===== config.mk =====
export PLATFORM = sky130hd
export DESIGN_NAME = r0_mux_flat
export DESIGN_NICKNAME = d
export VERILOG_FILES = /design/src/rtl/r0_mux_pkg.sv /design/src/rtl/r0_mux_if.sv /design/src/rtl/r0_mux.sv /design/src/flat_wrapper.sv
export SDC_FILE = /design/constraint.sdc
export NUM_CORES = 1
export LEC_CHECK = 0
export CAP_MARGIN = 25
export CORE_AREA = 5 5 74 76
export DETAILED_ROUTE_END_ITERATION = 16
export DIE_AREA = 0 0 79 81
export GPL_TIMING_DRIVEN = 0
export PLACE_DENSITY = 0.69
export SETUP_SLACK_MARGIN = 0.02
export SLEW_MARGIN = 20
export SYNTH_ARGS = -nofsm -noshare
export SYNTH_HDL_FRONTEND = slang
export SYNTH_SLANG_ARGS = --single-unit

===== constraint.sdc =====
create_clock -name clk -period 2.5 [get_ports clk]
set_input_delay 0.75 -clock clk [delete_from_list [all_inputs] [get_ports clk]]
set_output_delay 0.75 -clock clk [all_outputs]
set_load 0.02 [all_outputs]

===== src/rtl/r0_mux_pkg.sv =====
// r0_mux_pkg: shared width, FSM states and command codes for the R0 operand router
package r0_mux_pkg;
   localparam int WIDTH = 8;
   typedef enum logic [2:0] {IDLE, EXEC1, EXEC2, EXEC3, DONE} state_t;
   localparam logic [1:0] CMD_PASS  = 2'd0;
   localparam logic [1:0] CMD_LOAD  = 2'd1;
   localparam logic [1:0] CMD_SWAP  = 2'd2;
   localparam logic [1:0] CMD_ROUTE = 2'd3;
endpackage


===== src/rtl/r0_mux_if.sv =====
// r0_mux_if: command strobe, operands and operand buses of the R0 router
interface r0_mux_if #(parameter int WIDTH = r0_mux_pkg::WIDTH);
   logic             en;
   logic [1:0]       state;
   logic [WIDTH-1:0] value1;
   logic [WIDTH-1:0] value2;
   logic [WIDTH-1:0] Output1;
   logic [WIDTH-1:0] Output2;
   logic             ready;
   modport master (output en, state, value1, value2, input Output1, Output2, ready);
   modport slave  (input en, state, value1, value2, output Output1, Output2, ready);
endinterface


===== src/rtl/r0_mux.sv =====
// r0_mux: routes latched operands onto two buses via scratch register R0;
// command 2 swaps through R0 over three cycles, ready pulses once per command.
module r0_mux
   import r0_mux_pkg::*;
#(
   parameter int WIDTH = r0_mux_pkg::WIDTH
) (
   input logic    clk,
   input logic    rst,
   r0_mux_if.slave bus
);
   state_t cur, nxt;
   logic [1:0] cmd_q;
   logic [WIDTH-1:0] v1_q, v2_q, r0, r0_d, o1_d, o2_d;
   always_comb begin
      nxt = cur;
      r0_d = r0;
      o1_d = bus.Output1;
      o2_d = bus.Output2;
      case (cur)
         IDLE: nxt = bus.en ? EXEC1 : IDLE;
         EXEC1: begin
            nxt = cmd_q == CMD_SWAP ? EXEC2 : DONE;
            r0_d = (cmd_q == CMD_LOAD || cmd_q == CMD_SWAP) ? v1_q : r0;
            o1_d = cmd_q == CMD_ROUTE ? r0 : cmd_q == CMD_SWAP ? bus.Output1 : v1_q;
            o2_d = cmd_q == CMD_ROUTE ? r0 : cmd_q == CMD_SWAP ? bus.Output2 : v2_q;
         end
         EXEC2: begin
            nxt = EXEC3;
            o1_d = v2_q;
         end
         EXEC3: begin
            nxt = DONE;
            o2_d = r0;
         end
         default: nxt = IDLE;
      endcase
   end
   // ready comes straight from a flop loaded on entry to DONE
   always_ff @(posedge clk or posedge rst) begin
      if (rst) begin
         cur <= IDLE;
         cmd_q <= '0;
         v1_q <= '0;
         v2_q <= '0;
         r0 <= '0;
         bus.Output1 <= '0;
         bus.Output2 <= '0;
         bus.ready <= 1'b0;
      end else begin
         cur <= nxt;
         r0 <= r0_d;
         bus.Output1 <= o1_d;
         bus.Output2 <= o2_d;
         bus.ready <= nxt == DONE;
         if (cur == IDLE && bus.en) begin
            cmd_q <= bus.state;
            v1_q <= bus.value1;
            v2_q <= bus.value2;
         end
      end
   end
endmodule


===== src/flat_wrapper.sv =====
// flat-port wrapper written by rule: the top's interface ports become plain ports
module r0_mux_flat import r0_mux_pkg::*;
#(
   parameter int WIDTH = r0_mux_pkg::WIDTH
)
  (clk, rst, bus_en, bus_state, bus_value1, bus_value2, bus_Output1, bus_Output2, bus_ready);
  r0_mux_if #(.WIDTH(WIDTH)) bus_i ();
  input logic clk;
  input logic rst;
  input wire logic [$bits(bus_i.en)-1:0] bus_en;
  input wire logic [$bits(bus_i.state)-1:0] bus_state;
  input wire logic [$bits(bus_i.value1)-1:0] bus_value1;
  input wire logic [$bits(bus_i.value2)-1:0] bus_value2;
  output wire logic [$bits(bus_i.Output1)-1:0] bus_Output1;
  output wire logic [$bits(bus_i.Output2)-1:0] bus_Output2;
  output wire logic [$bits(bus_i.ready)-1:0] bus_ready;
  assign bus_i.en = bus_en;
  assign bus_i.state = bus_state;
  assign bus_i.value1 = bus_value1;
  assign bus_i.value2 = bus_value2;
  assign bus_Output1 = bus_i.Output1;
  assign bus_Output2 = bus_i.Output2;
  assign bus_ready = bus_i.ready;
  r0_mux #(.WIDTH(WIDTH)) u_core (.clk(clk), .rst(rst), .bus(bus_i));
endmodule

==> results of run 1 <==
[cell usage after synthesis]
cell	count
o21a_1	2
ha_1	2
buf_6	1
nor3b_2	1
buf_4	2
clkbuf_1	1
nand2b_1	1
nor3b_4	1
nor3_1	1
nor2b_1	1
mux2_2	25
a21oi_1	17
a21oi_4	1
nor4b_2	1
o22ai_1	8
nor2_2	1
nand2_1	3
o21ai_0	2
a21boi_2	1
buf_2	2
nor2_1	17
dfrtp_1	46
inv_1	11
mux2i_1	16
clkbuf_2	1
nor2b_2	1
[power by group]
part           internal, mW  switching (mW)  total (mW)
clock network         0.197           0.238       0.435
logic                 0.872           0.890        1.76
registers              1.12           0.262        1.39
[worst min-delay path, cell delays in order (launching register included)]
cell	delay [ns]
dfrtp_1	0.39
inv_1	0.05
mux2i_1	0.05
[sequential cells by signal, indices dropped and copies added (netlist names)]
register            cells
u_core.bus.Output1      8
u_core.bus.Output2      8
u_core.bus.ready        1
u_core.cmd_q            2
u_core.cur              3
u_core.r0               8
u_core.v1_q             8
u_core.v2_q             8
[path summary, 6_finish.rpt]
| kind | cells after the start | slack [ns] | to |
|---|---|---|---|
| setup / recovery | 5 | 0.45 | u_core.cmd_q[1] |
| hold / removal | 2 | 0.53 | u_core.bus.Output1[4] |
| setup reg to reg | 6 | 0.49 | u_core.bus.Output2[4] |
| hold reg to reg | 2 | 0.53 | u_core.bus.Output1[4] |
| max in group asynchronous | 3 | 1.18 | u_core.r0[1] |
| min in group asynchronous | 2 | 0.82 | u_core.r0[2] |
[final cells by class]
class                      instances  area share
buffer                             7      0.0173
clock buffer                       6      0.0279
clock inverter                     2     0.00530
inverter                          11      0.0159
multi-input combinational        102       0.311
sequential                        46       0.443
tap                               54      0.0260
timing repair buffer              38       0.153
[metrics by stage]
step,hold WS [ns],instances,TNS (ns),utilization
after detailed placement,0.516,258,0,0.539
after CTS,0.530,266,0,0.557
after floorplan,0.497,166,0,-
after global placement,0.508,257,-6.54,0.533
final,0.527,266,0,0.557
after global routing,0.545,266,0,0.557
[routing by layer]
metal  wire length [µm]  track usage
met1               1850        0.188
met2               2290        0.263
met3                273       0.0366
met4                 46       0.0430
met5                  0            0
[logic make-up (layout without fill, tap and decap cells)]
family,Yosys count,after routing,share of synthesized area
simple gates,28,28,0.0752
buf+inv,18,64,0.0422
fa+ha+maj,2,2,0.0122
flops,46,46,0.563
mux,41,41,0.216
compound gates,31,31,0.0917
==> metrics.md, run 1 <==
| Metric | Value |
|---|---|
| PortBufs | 37 |
| P&R area growth vs syn | 27.0% |
| CTS tree | done |
| WP data required | 2.68 ns |
| Max cap viols | 0 |
| Resize count post-CTS | 0 |
| Critical path buffers and inverters | 3 |
| Register bit count reported by yosys | 46 |
| Initial Util | 0.439 |
| Final setup fails | 0 |
| Syn Area/Cell | 12.3 µm² |
| P_leak | 1.10 nW |
| Slowest cell delay on critical path | 0.49 ns |
| Io pins | 38 |
| CTS Root Cell | clkbuf_8 |
| Netlist cell types | 26 |
| CTS sink count | 46 |
| Max frequency | 488 MHz |
| Design Area, Final | 2600 µm² |
| Gpl congestion | 0.796 |
| Place WS | 0.121 ns |
| Global-route wire length before repair | 7.44 mm |
| Pwr dens | 1380 nW/µm² |
| Status | finished, final reports clean |
| CP cell instances | clkdlybuf4s50_1 -> nor4b_2 -> buf_4 -> buf_6 -> mux2_2 |
| Worst R2R Start | u_core.cmd_q[1] |
| Routed len/inst | 16.7 µm |
| Clock buffer depth | 2 |
| Crit. End Element | flip-flop |
| RSZ-0062 raised after global routing | false |
| Sequential cell area | 1150 µm² |
| CTS Buf Count | 5 |
| WP data arrival | 2.23 ns |
| Sequential fraction of the synthesis area | 0.563 |
| Post-route DRC | 0 |
| Die X | 79 µm |
| Tmin final | 2.05 ns |
| Final net count | 234 |
| Commonest cells after routing, fill and taps aside | dfrtp_1 (46), clkdlybuf4s50_1 (37), mux2_2 (25), nor2_1 (17), a21oi_1 (17) |
| Setup CP Type | in -> reg |
| Relative slew slack | 0.628 |
| Final setup margin | 0.450 ns |
| Worst setup startpoint | bus_en |
| Most common cell after layout, fill and taps aside | dfrtp_1 |
| Initial drt markers | 89 |
| Synthesized net count | 189 |
| Vias in the first global route | 1488 |
| GRT Overall Usage | 0.151 |
| Hold Fails Final Rpt | 0 |
| Vias | 1397 |
| Top post-synthesis cells by area | dfrtp_1 (56%), mux2_2 (14%), mux2i_1 (7.8%) |
| Final Skew | 0.00839 ns |
| Post CTS Setup Buffer Count | 0 |
| Diode count | 0 |
| CP max stage cell | clkdlybuf4s50_1 |
| Largest net degree at the start of global routing | 25 |
| Vias/cell | 5.25 |
| VDD IR-drop max | 599 µV |
| DR pass1 iterations | 4 |
| Initial antenna violation count | 0 |
| Grt ovf | 0 |
| Fin crit share | 0.820 |
| CP startpoint kind | input pin |
| Slew Limit Fails | 0 |
| Crit path max-delay family | buffers and inverters |
| Worst Max-Slew Pin Slew | 0.556 ns |
| Worst skew pair latency | 0.29 ns |
| Leading area contributor after synthesis | dfrtp_1 |
| Fill count | 381 |
| Clock slew at reported path FFs | 0.08 ns |
| Std-Cell Core Area | 4660 µm² |
| Die area | 6400 µm² |
| Hold Crit Start | u_core.bus.Output1[4] |
| Post-Syn Instances | 166 |
| Placed cell areas | 2510 µm² |
| Post-route ant nets | 0 |
| Worst min path class | reg -> reg |
| HPWL after DPL | 3.28 mm |
| Detailed Route WL | 4.46 mm |
| Height of the die | 81 µm |
| Power Total | 3.58 mW |
| # hold bufs at CTS | 0 |
| Area of the multi-input gates | 808 µm² |
| Synth warnings | 0 |
| Share of layout cells above drive strength 1 | 0.222 |
| Worst Path Max Fanout | 10 |
| Rows | 25 |
| H-tree depth | 2 |
| Yosys top cell area share | 0.563 |
| Synthesized cell area | 2050 µm² |
Power figures use the tool's default switching activity.
==> inputs of run 2 (changes only) <==
--- a/config.mk
+++ b/config.mk
@@ -10,7 +10,7 @@
 export DETAILED_ROUTE_END_ITERATION = 16
 export DIE_AREA = 0 0 79 81
 export GPL_TIMING_DRIVEN = 0
-export PLACE_DENSITY = 0.69
+export PLACE_DENSITY = 0.71
 export SETUP_SLACK_MARGIN = 0.02
 export SLEW_MARGIN = 20
 export SYNTH_ARGS = -nofsm -noshare
==> constraint.sdc (replaced) <==
create_clock -name clk -period 1.75 [get_ports clk]
set_input_delay 0.525 -clock clk [delete_from_list [all_inputs] [get_ports clk]]
set_output_delay 0.525 -clock clk [all_outputs]
set_load 0.02 [all_outputs]
==> metrics.md, run 2 (synthesis results as in run 1) <==
| Metric | Value |
|---|---|
| Worst Max-Slew Pin Slew | 0.387 ns |
| Design Area, Final | 2670 µm² |
| Die X | 79 µm |
| # hold bufs at CTS | 0 |
| Routed len/inst | 15.4 µm |
| Combinational share of power | 0.496 |
| WP data arrival | 1.86 ns |
| CTS tree | done |
| Initial Util | 0.439 |
| Hold Fails Final Rpt | 0 |
| Worst min path class | in -> async |
| Crit. End Element | flip-flop |
| Internal power | 3.20 mW |
| Most common cell after layout, fill and taps aside | dfrtp_1 |
| HPWL after DPL | 2.98 mm |
| P&R area growth vs syn | 30.5% |
| Pwr dens | 1950 nW/µm² |
| Sequential share of power | 0.378 |
| CP startpoint kind | input pin |
| Clock slew at reported path FFs | 0.08 ns |
| Post-route DRC | 0 |
| Height of the die | 81 µm |
| Vias | 1425 |
| Fin crit share | 0.956 |
| Final setup fails | 0 |
| GRT Overall Usage | 0.149 |
| RSZ-0062 raised after global routing | true |
| Final Skew | 0.00543 ns |
| Relative slew slack | 0.742 |
| Slew Limit Fails | 0 |
| Max cap viols | 0 |
| PortBufs | 37 |
| VDD IR-drop max | 784 µV |
| Die area | 6400 µm² |
| R2r worst-path depth | 4 |
| Vias in the first global route | 1447 |
| Clock buffer depth | 2 |
| Tmin final | 1.67 ns |
| H-tree depth | 2 |
| Vias/cell | 5.24 |
| Worst Path Max Fanout | 5 |
| Gpl congestion | 0.744 |
| Detailed Route WL | 4.18 mm |
| Setup CP Type | in -> reg |
| Max frequency | 598 MHz |
| WP data required | 1.93 ns |
| Commonest cells after routing, fill and taps aside | dfrtp_1 (46), mux2_2 (25), clkdlybuf4s50_1 (20) |
| Initial antenna violation count | 0 |
| Io pins | 38 |
| P_leak | 1.17 nW |
| Status | finished, final reports clean |
| Rows | 25 |
| Worst skew pair latency | 0.30 ns |
| CTS sink count | 46 |
| DR pass1 iterations | 4 |
| Global-route wire length before repair | 7.22 mm |
| Placed cell areas | 2500 µm² |
| P_sw | 2.00 mW |
| Place WS | -0.344 ns |
| Final net count | 240 |
| Sw Ratio | 0.385 |
| Final setup margin | 0.0776 ns |
| Diode count | 0 |
| Clock power share | 0.126 |
| Share of layout cells above drive strength 1 | 0.248 |
| Largest net degree at the start of global routing | 35 |
| CTS Root Cell | clkbuf_8 |
| Grt ovf | 0 |
| Initial drt markers | 88 |
| Post-route ant nets | 0 |
| Final design utilization | 0.573 |
| Std-Cell Core Area | 4660 µm² |
| CTS Buf Count | 5 |
-- run 2: changes by cell type in the layout (fill, tap and decap cells not counted), sizes merged --
cell	previous run	this run
clkinv	2	1
clkbuf	8	9
dlygate4sd2	0	17
clkdlybuf4s50	37	20
buf	6	12
-- run 2: power by group through the flow --
stage / sequential, mW / clock [mW] / combinational, mW
global route: 2.05 / 0.718 / 2.86
CTS: 1.97 / 0.674 / 2.48
finish: 1.97 / 0.656 / 2.58
global placement: 1.96 / 0 / 2.46
detailed placement: 2.00 / 0 / 2.50
floorplan: 2.13 / 0 / 1.51
-- run 2: layout make-up --
cell class	instances	area, µm²
clock inverter	1	5.00
sequential	46	1150
buffer	7	48.8
tap	54	67.6
clock buffer	7	86.3
fill	404	1990
timing repair buffer	44	439
multi-input combinational	102	831
inverter	11	41.3
-- run 2: routing by layer --
metal	global-route usage	vias up	part of all wire	wire length [µm]
met4	0.0515	0	0.015	62
met3	0.0443	6	0.059	245
met5	0	-	0	0
met1	0.204	696	0.47	1950
met2	0.228	41	0.46	1920
li1	-	682	-	-
-- run 2: through the flow --
step | std cells | setup TNS, ns | hold WS (ns) | power [mW]
floorplan | 166 | 0 | 0.497 | 3.64
global placement | 257 | -40.80 | 0.508 | 4.43
detailed placement | 258 | -5.78 | 0.514 | 4.49
CTS | 269 | 0 | 0.492 | 5.12
global route | 272 | 0 | 0.524 | 5.64
finish | 272 | 0 | 0.483 | 5.20
-- run 2: final timing paths --
| check | slack, ns | to | start |
|---|---|---|---|
| hold / removal | 0.48 | u_core.bus.ready | rst |
| setup / recovery | 0.08 | u_core.v2_q[7] | bus_en |
| setup reg to reg | 0.10 | u_core.r0[5] | u_core.cur[0] |
| hold reg to reg | 0.52 | u_core.bus.Output1[6] | u_core.bus.Output1[6] |
| min in group clk | 0.52 | u_core.bus.Output1[6] | u_core.bus.Output1[6] |
| max in group asynchronous | 0.80 | u_core.v2_q[3] | rst |
-- run 2: critical path, stage by stage --
cell and delay [ns]:
clkdlybuf4s50_1 0.49, nor4b_4 0.19, buf_4 0.17, buf_4 0.15
mux2_2 0.33
-- run 2: what timing repair did --
action,CTS,global route
resized for setup,19,4
endpoints found under the hold margin,0,0
pin swaps,1,1
setup endpoints to repair,41,33
cloned,0,0
buffers inserted,3,3
==> inputs of run 3 (changes only) <==
==> constraint.sdc (replaced) <==
create_clock -name clk -period 1.75 [get_ports clk]
set_input_delay 0.175 -clock clk [delete_from_list [all_inputs] [get_ports clk]]
set_output_delay 0.175 -clock clk [all_outputs]
set_load 0.02 [all_outputs]
==> metrics.md, run 3 (synthesis results as in run 1) <==
| Metric | Value |
|---|---|
| Status | finished, final reports clean |
| R2r worst-path depth | 5 |
| RSZ-0062 raised after global routing | true |
| Slew Limit Fails | 0 |
| Final setup margin | 0.0865 ns |
| HPWL after DPL | 2.98 mm |
| Io pins | 38 |
| CP startpoint kind | flip-flop |
| Post-route DRC | 0 |
| Commonest cells after routing, fill and taps aside | dfrtp_1 (46), clkdlybuf4s50_1 (37), mux2_2 (25), nor2_1 (17), a21oi_1 (17) |
| Most common cell after layout, fill and taps aside | dfrtp_1 |
| CTS sink count | 46 |
| Setup CP Type | reg -> reg |
| Routed len/inst | 15.3 µm |
| Final design utilization | 0.578 |
| Worst Max-Slew Pin Slew | 0.394 ns |
| Post-route ant nets | 0 |
| Grt ovf | 0 |
| Global-route wire length before repair | 7.11 mm |
| DP Cell Count | 258 |
| H-tree depth | 2 |
| DR pass1 iterations | 4 |
| Clock power share | 0.123 |
| Max frequency | 601 MHz |
| P_sw | 2.02 mW |
| Tmin final | 1.66 ns |
| Worst R2R Start | u_core.cur[1] |
| Max cap viols | 0 |
| Worst min path class | in -> async |
| Clock buffer depth | 2 |
| CTS Buf Count | 5 |
| Rows | 25 |
| Hold WS | 0.133 ns |
| Sequential cell area | 1150 µm² |
| Finished Layout Cells | 273 |
| Internal power | 3.34 mW |
| Hold Fails Final Rpt | 0 |
| WP data required | 1.93 ns |
| Combinational share of power | 0.509 |
| Power Total | 5.36 mW |
| Relative slew slack | 0.737 |
| Clock slew at reported path FFs | 0.08 ns |
| PortBufs | 37 |
| Initial antenna violation count | 0 |
| Initial Util | 0.439 |
| WP data arrival | 1.85 ns |
| Sequential share of power | 0.369 |
| Height of the die | 81 µm |
| GRT Overall Usage | 0.148 |
| Fill count | 397 |
| Place WS | -0.228 ns |
| CP cell instances | clkbuf_2 -> nor4b_2 -> buf_4 -> buf_6 -> mux2_2 |
| Slowest cell delay on critical path | 0.36 ns |
| R2r setup slk | 0.09 ns |
| Die X | 79 µm |
| Final setup fails | 0 |
| VDD IR-drop max | 804 µV |
| Detailed Route WL | 4.19 mm |
| P&R area growth vs syn | 31.7% |
| R2r endpoint | u_core.v1_q[0] |
| Area of the multi-input gates | 830 µm² |
| Worst skew pair latency | 0.30 ns |
| CTS tree | done |
| CP max stage cell | dfrtp_1 |
| P_leak | 1.15 nW |
| Final net count | 241 |
| Std-Cell Core Area | 4660 µm² |
| Vias in the first global route | 1435 |
| # hold bufs at CTS | 0 |
| Fin crit share | 0.951 |
| Vias/cell | 5.20 |
| Vias | 1420 |
| Sw Ratio | 0.376 |
| Gpl congestion | 0.744 |
| CTS Root Cell | clkbuf_8 |
| Crit. End Element | flip-flop |
| Die area | 6400 µm² |
| Largest net degree at the start of global routing | 35 |
| Diode count | 0 |
| Pwr dens | 1990 nW/µm² |
| Worst Path Max Fanout | 10 |
| Initial drt markers | 115 |
| Share of layout cells above drive strength 1 | 0.251 |
| Final Skew | 0.00436 ns |
[run 3: cell count changes in the layout (fill, tap and decap cells not counted)]
cell	before	now
a21boi_2	1	0
buf_4	6	7
a21boi_4	0	1
buf_6	0	1
clkdlybuf4s50_1	20	37
dlygate4sd2_1	17	0
nor4b_2	0	1
buf_8	1	0
nor4b_4	1	0
[run 3: worst max-delay path by stage]
stage,endpoint,from,slack (ns)
floorplan,u_core.bus.Output2[0],u_core.cmd_q[1],0.18
global placement,u_core.v2_q[0],rst,-0.41
detailed placement,u_core.bus.Output2[0],u_core.cmd_q[1],-0.23
CTS,u_core.v1_q[0],u_core.cur[1],0.04
global route,u_core.v1_q[6],u_core.cur[1],-0.02
finish,u_core.v1_q[0],u_core.cur[1],0.09
[run 3: worst max-delay path, delay by kind of cell (launching register included)]
kind | cells | cell delay (ns)
buffers and inverters | 3 | 0.55
AND/OR/NAND/NOR | 1 | 0.31
multiplexers | 1 | 0.34
flip-flops | 1 | 0.36
[run 3: per-stage QoR]
stage	TNS (ns)	area [µm²]
floorplan	0	2050
global placement	-20.48	2480
detailed placement	-1.52	2500
CTS	0	2640
global route	-0.0486	2690
finish	0	2690
[run 3: layer usage]
metal | global-route usage | share of wire | up-vias
li1 | - | - | 686
met1 | 0.204 | 0.48 | 690
met2 | 0.223 | 0.45 | 38
met3 | 0.0443 | 0.052 | 6
met4 | 0.0515 | 0.015 | 0
met5 | 0 | 0 | -
[run 3: layout make-up]
type | count | area share
sequential | 46 | 0.427
clock inverter | 1 | 0.00186
tap | 54 | 0.0251
clock buffer | 7 | 0.0320
inverter | 11 | 0.0153
buffer | 7 | 0.0167
multi-input combinational | 102 | 0.308
timing repair buffer | 45 | 0.174
[run 3: timing repair]
item	4_1_cts	5_1_grt
buffers inserted	3	4
gates resized for setup	2	3
pin swaps	2	0
setup endpoints to repair	16	28
[run 3: power groups by stage]
stage	Clock (mW)	Sequential, mW	Combinational [mW]
after floorplan	0	2.13	1.51
after global placement	0	1.96	2.46
after detailed placement	0	2.00	2.50
after CTS	0.674	1.97	2.64
after global routing	0.718	2.05	3.01
final	0.656	1.97	2.73
==> RTL edit 1: new RTL, settings of run 2 <==
Encoding of `state_t`: now Gray code (3 bits for 5 states).
--- a/src/rtl/r0_mux_pkg.sv
+++ b/src/rtl/r0_mux_pkg.sv
@@ -1,7 +1,7 @@
 // r0_mux_pkg: shared width, FSM states and command codes for the R0 operand router
 package r0_mux_pkg;
    localparam int WIDTH = 8;
-   typedef enum logic [2:0] {IDLE, EXEC1, EXEC2, EXEC3, DONE} state_t;
+   typedef enum logic [2:0] {IDLE = 3'b000, EXEC1 = 3'b001, EXEC2 = 3'b011, EXEC3 = 3'b010, DONE = 3'b110} state_t;
    localparam logic [1:0] CMD_PASS  = 2'd0;
    localparam logic [1:0] CMD_LOAD  = 2'd1;
    localparam logic [1:0] CMD_SWAP  = 2'd2;
Check against the original RTL: no difference found for any inputs over 10 cycles, from zero or initial values and one cycle with rst high; not proved beyond that.
==> RTL edit 1 against run 2 <==
Largest cell class unchanged. Sequential cell count unchanged. Setup slack got worse by 8.3 ps. Power increased by 3.3%. Synthesized area increased by 2.0%. Synthesized cell count decreased by 3.6%. Combinational power increased by 7%. Non-clock buffer count increased by 4. Wire length increased by 11%. Highest routed layer unchanged. Final area increased by 2.6%.
==> RTL edit 1: results (changes against run 2) <==
Drt
  • WL/cell: 17.28 um (+13%)
  • Vias: 1414 (-0.77%)
  • Iter 0 DRT Violations: 42 (-52%)
  • Pre-antenna DRT Iters: 4 (unchanged)

Setup path
  • Crit-path max FO: 4 (-1)
  • CP Data Arrival Time: 1870 ps
  • R2R Path End: u_core.bus.Output2[0]
  • Reg2reg path depth: 6 (+2)
  • Reg2Reg Launch Point: u_core.cmd_q[0]
  • Reg2reg setup slack: 70 ps (-30 ps)

Layout
  • Layout cells sized above 1: 34.88% (+10 points)
  • Layout fillers: 396 (-2.0%)
  • Ant. Diodes: 0 (unchanged)
  • Fin nets: 237 (-1.3%)

Yosys
  • Async set-reset flop share out of synthesis: 100.0% (unchanged)
  • YS warnings: 0 (unchanged)
  • Top cells by area, synth: dfrtp_1 55%, mux2_2 22%, mux2i_1 4.3%
  • Post-synthesis sequential area ratio: 55.19% (-1.1 points)
  • Synth unique cells: 21 (-19%)
  • Synth Net Count: 183 (-3.2%)
  • Commonest cells in the netlist: 46 x dfrtp_1, 41 x mux2_2, 17 x nand2_1

Clock network
  • CTS clk-pin slew, worst paths: 90 ps
  • Clock latency on the worst-skew pair: 300 ps (about the same)
  • Max H-tree Level: 2 (unchanged)
  • Total CTS buffers: 5 (unchanged)
  • Root Driver: clkbuf_8
  • Clock Path Buffers: 2 (unchanged)

Global routing
  • First-pass GRT wire length: 7458 um (+3.3%)
  • Largest net degree at the start of global routing: 27 (-23%)
  • Initial antenna violation count: 0 (unchanged)
  • GRT Util Overall: 15.29% (+0.35 points)
  • Vias in the first global route: 1542 (+6.6%)

STA
  • Fin Clk Skew: 6.436 ps (+1.004 ps)
  • Worst slew pin tran: 464.1 ps (+77.13 ps)
  • Min Hold Slack: 487.6 ps (+4.511 ps)

Place
  • Dpl hpwl: 3239 um (+8.6%)
  • GP Congestion: 0.7123 (-4.3%)
  • Dpl ws: -364.3 ps (-20.67 ps)
  • I/O Buffers: 37 (unchanged)

Run status
  • Status: completed

Worst hold path
  • Worst Hold Path EP: u_core.bus.Output1[0]
  • Hold Crit Depth: 2
  • Hold crit path type: reg -> reg
  • Hold Crit Start: u_core.bus.Output1[0]

Power
  • Leakage: 1.237 nW (+5.6%)
  • Worst VDD drop: 0.9297 mV (+19%)
RTL edit 1: what timing repair did:
action	CTS	global route
resized for setup	22	5
setup endpoints to repair	49	23
pin swaps	4	0
setup buffers	6	3
RTL edit 1: worst max path at each step:
stage / start / endpoint / slack, ps
after floorplan: u_core.cmd_q[1] / u_core.bus.Output2[0] / 110
after CTS: u_core.cmd_q[1] / u_core.bus.Output2[0] / 30
after global routing: u_core.cmd_q[0] / u_core.r0[5] / 10
after global placement: rst / u_core.bus.Output2[4] / -670
after detailed placement: bus_en / u_core.v1_q[3] / -360
final: u_core.cmd_q[0] / u_core.bus.Output2[0] / 70
RTL edit 1: final cells by class:
class | count | share of cell area [%]
well taps | 54 | 2.467
inverters | 3 | 0.4111
flip-flops and latches | 46 | 42.03
repair buffers | 47 | 16.54
multi-input cells | 103 | 32.30
clock inverters | 1 | 0.1827
clock buffers | 7 | 3.152
plain buffers | 8 | 2.924
RTL edit 1: kinds of logic (layout without fill, tap and decap cells):
family,Yosys count,count (layout),share of synthesized area (%)
AO/OA/AOI/OAI,20,20,4.799
adder cells (fa/ha/maj),2,2,1.200
buffers and inverters,11,66,3.959
flip-flops,46,46,55.19
multiplexers,50,50,26.45
AND/OR/NAND/NOR,31,31,8.397
RTL edit 1: critical path, cell delays in order, from the launching register on:
cell and delay [ps]:
dfrtp_1 400, ha_1 210, buf_6 130, nor2_4 70, buf_4 150, mux2_2 340, mux2_2 270
RTL edit 1: metal layers:
layer	up-vias	track usage [%]	wire length, um	part of all wire [%]
li1	663	-	-	-
met1	712	17.47	1868	40
met2	32	28.62	2496	54
met3	7	2.772	221	4.8
met4	0	5.326	62	1.3
met5	-	0	0	0
RTL edit 1: metrics by stage:
stage,std cells,TNS (ps),instance area (um^2)
2_1_floorplan,160,0,2091
3_3_place_gp,251,-37060,2529
3_5_place_dp,252,-7436,2549
4_1_cts,266,0,2700
5_1_grt,269,0,2739
6_report,269,0,2739
RTL edit 1: power breakdown:
part           internal (mW)  total (mW)  switching, mW
Clock                  0.319       0.674          0.355
Combinational           1.47        2.77           1.30
Sequential              1.60        1.93          0.328
Total                   3.39        5.37           1.98
==> RTL edit 2: new RTL, flow settings as in run 2 <==
Made on the original files. The package constant `WIDTH` goes from 8 to 6.
--- a/src/rtl/r0_mux_pkg.sv
+++ b/src/rtl/r0_mux_pkg.sv
@@ -1,6 +1,6 @@
 // r0_mux_pkg: shared width, FSM states and command codes for the R0 operand router
 package r0_mux_pkg;
-   localparam int WIDTH = 8;
+   localparam int WIDTH = 6;
    typedef enum logic [2:0] {IDLE, EXEC1, EXEC2, EXEC3, DONE} state_t;
    localparam logic [1:0] CMD_PASS  = 2'd0;
    localparam logic [1:0] CMD_LOAD  = 2'd1;
Ports: changed (resized bus_Output1, bus_Output2, bus_value1 and bus_value2); port bits go from 38 to 30. No check against the original RTL was run, so the function may have changed too.
==> RTL edit 2 against run 2 <==
Combinational power decreased by 25%. Largest cell class unchanged. Final area down 20%. Clock power increased by 11%. Setup slack better by 54 ps. Power down 19%. Synthesized area down 19%. Wire length is 23% lower. Sequential cell count is 10 lower.
==> RTL edit 2: results (changes against run 2) <==
Setup path
  • Reg2reg path depth: 5 (+1)
  • CP Capture Point: u_core.v2_q[0]
  • Reg2reg setup slack: 160 ps (+60 ps)
  • R2R Path End: u_core.bus.Output1[3]
  • Reg2Reg Launch Point: u_core.cmd_q[1]
  • CP Data Arrival Time: 1800 ps (-60 ps)

Layout
  • Clock buffer count: 5 (-2)
  • Data buffer area share: 15.19% (-3.1 points)
  • Multi-input logic cell count: 82 (-20%)
  • Repair and plain buffers: 36 (-29%)
  • Layout cells sized above 1: 23.98% (-0.79 points)
  • Layout fillers: 438 (+8.4%)
  • Fraction of area in registers: 42.23% (-0.88 points)
  • Clk cell area share: 5.220% (+1.8 points)
  • Invs w/o clock: 9 (-2)
  • FFs & Latches: 36 (-22%)
  • Area of the multi-input gates: 695.7 um^2 (-16%)

Global routing
  • GR Util met3: 3.659% (-0.78 points)
  • Vias in the first global route: 1116 (-23%)
  • Met1 Usage GRT: 14.12% (-6.3 points)
  • GRT Util Overall: 11.15% (-3.8 points)
  • First-pass GRT wire length: 5402 um (-25%)
  • Largest net degree at the start of global routing: 37 (+5.7%)

Drt
  • WL met1: 1476 um (-24%)
  • Met3 WL post-DR: 209 um (-15%)
  • Iter 0 DRT Violations: 89 (+1.1%)
  • WL/cell: 14.24 um (-7.2%)
  • Via density: 4.813 (-8.1%)

Yosys
  • Post-synthesis sequential area ratio: 54.18% (-2.1 points)
  • Commonest cells in the netlist: 36 x dfrtp_1, 13 x a21oi_1, 13 x nor2_1
  • Most used DFF post-synth: dfrtp_1
  • Synth Net Count: 152 (-20%)
  • Synth Cell Area: 1663 um^2 (-19%)
  • Synth unique cells: 24 (-7.7%)
  • Top cells by area, synth: dfrtp_1 54%, mux2_2 7.4%, mux2i_1 7.2%
  • Synthesized area per cell: 12.50 um^2 (+1.5%)

Run status
  • Status: completed

Power
  • Comb pwr share: 46.0% (-3.6 points)
  • Clk network pwr share: 17.3% (+4.7 points)
  • Leakage: 0.9517 nW (-19%)
  • P_int: 2.631 mW (-18%)

Place
  • Dpl hpwl: 2357 um (-21%)
  • GP Congestion: 0.8502 (+14%)
  • Dpl cells: 216 (-16%)
  • DP Area: 2021 um^2 (-19%)
  • I/O Buffers: 29 (-22%)

Worst hold path
  • Hold crit path type: reg -> reg

STA
  • Fmax: 0.6180 GHz (+3.4%)
  • Fin Clk Skew: 6.956 ps (+1.524 ps)
  • Worst slew margin: 50.77% (-23 points)
==> RTL edit 2: stage by stage <==
stage | TNS [ps] | hold slack [ps] | utilization (%) | total power, mW
3_3_place_gp | -18010 | 506.3 | 43.36 | 3.531
3_5_place_dp | -4747 | 508.6 | 43.36 | 3.584
4_1_cts | 0 | 518.2 | 45.56 | 4.233
6_report | 0 | 511.4 | 45.77 | 4.203
2_1_floorplan | 0 | 496.9 | - | 2.948
5_1_grt | 0 | 539.0 | 45.77 | 4.503
==> RTL edit 2: cells by family after synthesis <==
logic type,after synthesis,synth area share (%)
DFF,36,54.18
adders and majority gates,2,1.505
muxes,31,21.90
buffers and inverters,15,4.590
AOI/OAI and AO/OA,25,9.330
and+or+nand+nor,24,8.503
==> RTL edit 2: timing repair <==
| action | CTS | global route |
|---|---|---|
| setup buffers | 1 | 0 |
| gates resized for setup | 13 | 2 |
| gates cloned | 0 | 0 |
| hold buffers | 0 | 0 |
| pin swaps | 0 | 1 |
| endpoints found under the setup margin | 21 | 9 |
